**src/rtl/mem_pkg.sv**
```systemverilog
// mem_pkg: shared size/state encodings and byte-lane helpers for the MEM-stage access unit.
package mem_pkg;
  localparam logic [1:0] SIZE_WORD = 2'b00;
  localparam logic [1:0] SIZE_HALF = 2'b01;
  localparam logic [1:0] SIZE_BYTE = 2'b10;
  localparam int TIMEOUT_DEFAULT = 255;
  typedef enum logic [1:0] {S_IDLE = 2'b00, S_BUSY = 2'b01, S_DONE = 2'b10} state_t;
  function automatic logic [3:0] calc_be(input logic [1:0] size, input logic [1:0] lo);
    return size == SIZE_BYTE ? 4'b0001 << lo :
           size == SIZE_HALF ? (lo[1] ? 4'b1100 : 4'b0011) : 4'b1111;
  endfunction
  function automatic logic [31:0] calc_wdata(input logic [1:0] size, input logic [31:0] d);
    return size == SIZE_BYTE ? {4{d[7:0]}} : size == SIZE_HALF ? {2{d[15:0]}} : d;
  endfunction
endpackage

```
**src/rtl/load_align.sv**
```systemverilog
// load_align: selects the addressed lane of a read word and zero/sign-extends it.
module load_align
  import mem_pkg::*;
(
  input  logic [31:0] i_rdata,
  input  logic [1:0]  i_size,
  input  logic [1:0]  i_lane,
  input  logic        i_signed,
  output logic [31:0] o_data
);
  logic [31:0] w_shift;
  logic [7:0]  w_byte;
  logic [15:0] w_half;
  assign w_shift = i_rdata >> {i_lane, 3'b000};
  assign w_byte  = w_shift[7:0];
  assign w_half  = i_lane[1] ? i_rdata[31:16] : i_rdata[15:0];
  assign o_data  = i_size == SIZE_BYTE ? {{24{i_signed & w_byte[7]}}, w_byte} :
                   i_size == SIZE_HALF ? {{16{i_signed & w_half[15]}}, w_half} : i_rdata;
endmodule

```
**src/rtl/mem_access_unit.sv**
```systemverilog
// mem_access_unit: MEM-stage load/store engine driving a req/ack bus, stalling the
// pipeline until completion and flagging misaligned accesses and bus timeouts.
module mem_access_unit
  import mem_pkg::*;
#(
  parameter int TIMEOUT_CYCLES = TIMEOUT_DEFAULT
) (
  input  logic        clk,
  input  logic        reset,
  input  logic        MemRd_in,
  input  logic        MemWr_in,
  input  logic [31:0] ALUOut_in,
  input  logic [31:0] DatabusB_in,
  input  logic [1:0]  mem_size,
  input  logic        mem_signed,
  output logic        bus_req,
  output logic        bus_we,
  output logic [31:0] bus_addr,
  output logic [31:0] bus_wdata,
  output logic [3:0]  bus_be,
  input  logic        bus_ack,
  input  logic [31:0] bus_rdata,
  output logic [31:0] ReadData_out,
  output logic        stall_out,
  output logic        misalign_out,
  output logic        bus_err_out
);
  state_t      r_state, w_next;
  logic [7:0]  r_cnt;
  logic [1:0]  r_size, r_lane;
  logic        r_signed;
  logic        w_access, w_word, w_mis, w_start, w_timeout;
  logic [31:0] w_load;
  assign w_access  = MemRd_in | MemWr_in;
  assign w_word    = mem_size == SIZE_WORD || mem_size == 2'b11;
  assign w_mis     = (w_word && ALUOut_in[1:0] != 2'b00) || (mem_size == SIZE_HALF && ALUOut_in[0]);
  assign w_start   = r_state == S_IDLE && w_access && !w_mis;
  assign w_timeout = r_state == S_BUSY && !bus_ack && r_cnt == 8'(TIMEOUT_CYCLES - 1);
  assign stall_out = w_start || r_state == S_BUSY;
  load_align u_align (
    .i_rdata (bus_rdata),
    .i_size  (r_size),
    .i_lane  (r_lane),
    .i_signed(r_signed),
    .o_data  (w_load)
  );
  // DONE and the unused encoding both fall back to IDLE
  always_comb begin
    w_next = S_IDLE;
    case (r_state)
      S_IDLE:  w_next = w_start ? S_BUSY : S_IDLE;
      S_BUSY:  w_next = (bus_ack || w_timeout) ? S_DONE : S_BUSY;
      default: w_next = S_IDLE;
    endcase
  end
  always_ff @(posedge clk or posedge reset) begin
    if (reset) begin
      r_state      <= S_IDLE;
      r_cnt        <= '0;
      r_size       <= SIZE_WORD;
      r_lane       <= '0;
      r_signed     <= 1'b0;
      bus_req      <= 1'b0;
      bus_we       <= 1'b0;
      bus_addr     <= '0;
      bus_wdata    <= '0;
      bus_be       <= '0;
      ReadData_out <= '0;
      misalign_out <= 1'b0;
      bus_err_out  <= 1'b0;
    end else begin
      r_state      <= w_next;
      misalign_out <= r_state == S_IDLE && w_access && w_mis;
      bus_err_out  <= w_timeout;
      if (w_start) begin
        bus_req   <= 1'b1;
        bus_we    <= MemWr_in;
        bus_addr  <= {ALUOut_in[31:2], 2'b00};
        bus_be    <= calc_be(mem_size, ALUOut_in[1:0]);
        bus_wdata <= calc_wdata(mem_size, DatabusB_in);
        r_size    <= mem_size;
        r_lane    <= ALUOut_in[1:0];
        r_signed  <= mem_signed;
        r_cnt     <= '0;
      end else if (r_state == S_BUSY) begin
        r_cnt <= r_cnt + 8'd1;
        if (bus_ack) begin
          bus_req <= 1'b0;
          if (!bus_we) ReadData_out <= w_load;
        end else if (w_timeout) begin
          bus_req      <= 1'b0;
          ReadData_out <= '0;
        end
      end
    end
  end
endmodule

```
**config.mk**
```make
export PLATFORM = sky130hd
export DESIGN_NAME = mem_access_unit
export DESIGN_NICKNAME = d
export VERILOG_FILES = /design/src/rtl/mem_pkg.sv /design/src/rtl/load_align.sv /design/src/rtl/mem_access_unit.sv
export SDC_FILE = /design/constraint.sdc
export NUM_CORES = 1
export LEC_CHECK = 0
export CELL_PAD_IN_SITES_DETAIL_PLACEMENT = 0
export CELL_PAD_IN_SITES_GLOBAL_PLACEMENT = 1
export CORE_UTILIZATION = 34
export CTS_BUF_LIST = sky130_fd_sc_hd__clkbuf_4 sky130_fd_sc_hd__clkbuf_8 sky130_fd_sc_hd__clkbuf_16
export DETAILED_ROUTE_END_ITERATION = 16
export PLACE_DENSITY = 0.78
export SLEW_MARGIN = 20
export SYNTH_ARGS = -nofsm -noshare
export SYNTH_HDL_FRONTEND = slang
export SYNTH_SLANG_ARGS = --single-unit
```
**constraint.sdc**
```tcl
create_clock -name clk -period 5.1 [get_ports clk]
set_input_delay 1.53 -clock clk [delete_from_list [all_inputs] [get_ports clk]]
set_output_delay 1.53 -clock clk [all_outputs]
set_load 0.01 [all_outputs]
```
==> flow_summary.toml <==
[synth]
ys_warn_count = 0
yosysTopAreaCell = "dfrtp_1"
synth_top_area_share_pct = 51.2
syn_area_um2 = 5710
ys_seq_elements = 117
synth_edf_count = 0
avgSynthCellArea_um2 = 10.7
ys_seq_area_share_pct = 51.2
synth_top_cells_by_area = "dfrtp_1 51%, mux2_2 8.7%, mux2i_1 5.8%"
synth_ff_type = "dfrtp_1"
syn_inst = 534
async_flop_share_pct = 100
ys_types = 43

[global_route]
antenna_found_initial = 0
grt_usage_pct = 19.8
grt_pass1_vias = 4957
grt.overflow.total = 0
grt_max_degree = 106
grt_pass1_wl_um = 26800

[routing]
viasPerCell = 5.04
num_vias = 4839
drt_iter0_drc = 277
wirelength_um = 16700
drc = 0
routedWlPerCell_um = 17.4
ant_nets = 0
firstDrtPassIters = 5

[cells_and_area]
drive_gt1_share_pct = 13.8
final_core_util_pct = 51.8
fin_area_um2 = 8550
area_growth_pct = 49.7
final_common_cell = "clkdlybuf4s50_1"
diodes = 0
final_cell_mix = "206 x clkdlybuf4s50_1, 116 x dfrtp_1, 61 x o21ai_0"
nNetsFinal = 835

[critical_path]
cp-endpoint = "stall_out"
reg2reg_depth = 4
timing.rr.start = "r_lane[1]"
slowest_stage = "clkdlybuf4s50_1"
crit_path_frequent_cell = "clkdlybuf4s50_1"
r2r_slack_ps = 2460
startpoint = "mem_size[0]"
worstPathArrival_ps = 3430
path_cells = "clkdlybuf4s50_1 -> inv_1 -> ha_1 -> o21ai_1 -> buf_4 -> o2111ai_4 -> nand2_1 -> clkdlybuf4s50_1"
worstSetupPathType = "in2out"
cp-start-kind = "input port"
endpoint_kind = "output pin"
r2r_end = "ReadData_out[12]"
worst-path-max-fanout = 3
max_stage_delay_ps = 560
cp.required_ps = 3570

[timing]
slew_viol_final = 0
setup_viol = 0
fin_ws_ps = 139
rsz0062_at_grt = "no"
fmaxAchievable_mhz = 202
fin_skew_ps = 7.53
post-route-period-util_pct = 97.3
min_period_ps = 4960
worst_slew_pin_slew_ps = 1080
fin_setup_tns_ps = 0
hold_viol_final = 0
slew_headroom_pct = 28.2

[floorplan]
dieHeight_um = 132
top_level_ports = 209
initial_utilization_pct = 34.6
die_x_um = 132
core_area_um2 = 16500
die_area_um2 = 17300
rows = 47

[clock_network]
clock_path_buffers = 2
cts-root-buf = "clkbuf_16"
clock-sinks = 117
clk_pin_slew_worst_paths_ps = 60
cts-hold-fix-buffers = 0
cts_resized = 0
cts_tree = "done"
cts_max_level = 4
cts_setup_buffers = 0
cts_made_buffers = 17
clkLatencyLatePin_ps = 410

[placement]
place.gp.congestion = 0.800
hpwl_um = 11900
port_buffers = 206
dp_worst_setup_slack_ps = 114
place_area_um2 = 7930

[pwr]
leakagePower_nw = 3.60
ir_worst_vdd_uv = 320
design_power_total_mw = 5.04
p_per_area_nw_per_um2 = 589

[hold_path]
hp-start = "bus_wdata[29]"
hp-class = "reg2reg"

[job]
cap_violations = 0

[run_status]
status = "complete, no violations"
-- final cells by class --
class | count | area [um2]
clock inverters | 11 | 148
well taps | 220 | 275
flip-flops and latches | 117 | 2930
fillers | 1474 | 7970
repair buffers | 215 | 2140
clock buffers | 21 | 480
multi-input cells | 359 | 2510
inverters | 17 | 66.3
-- stage by stage --
stage	std cells	hold slack [ps]
floorplan	535	479
global placement	928	461
detailed placement	928	472
CTS	960	484
global route	960	508
finish	960	479
-- state kept, by name (all words and copies together), names as in the netlist --
signal,count
r_lane,2
bus_be,4
bus_wdata,32
bus_addr,30
r_signed,1
r_cnt,8
r_state,2
ReadData_out,32
bus_we,1
r_size,2
bus_err_out,1
bus_req,1
misalign_out,1
-- critical path, delay by kind of cell --
kind            cells  cell delay, ps
simple gates        1              80
fa+ha+maj           1             320
compound gates      2             250
buf+inv             4            1250
-- report_power, final --
group / leakage [nW] / internal [mW] / switching, mW
sequential: 1.45 / 1.34 / 0.352
clock: 0.298 / 0.820 / 0.438
combinational: 1.86 / 1.17 / 0.920
-- synth_stat cells, types with 8 or more instances --
cell type    n
clkbuf_1    15
o31ai_1     25
mux2i_1     33
mux2_2      44
nor2_1      45
nand2_1     53
o22ai_1      8
o21ai_0     61
a221oi_1     8
buf_2       17
a31oi_1     10
a21oi_1     20
dfrtp_1    117
inv_1       17
-- kinds of logic after synthesis --
group / share of synthesized area (%)
other cells: 0.0656
compound gates: 14.8
xor+xnor: 0.920
mux: 18.1
flops: 51.2
buf+inv: 5.04
fa+ha+maj: 0.876
simple gates: 8.98
-- routing by layer --
layer | track usage [%] | vias up | share of wire [%]
li1 | - | 2276 | -
met1 | 24.2 | 2340 | 42
met3 | 7.72 | 20 | 9.3
met4 | 6.98 | 0 | 1.6
met5 | 0 | - | 0
met2 | 31.7 | 203 | 47
-- how the worst min path moves through the flow --
stage / endpoint / cells after the start
floorplan: r_signed / 1
global placement: bus_wdata[20] / 2
detailed placement: bus_wdata[29] / 2
CTS: bus_wdata[29] / 2
global route: bus_wdata[25] / 2
finish: bus_wdata[29] / 2
No activity file was read; power rests on OpenSTA's default activity.
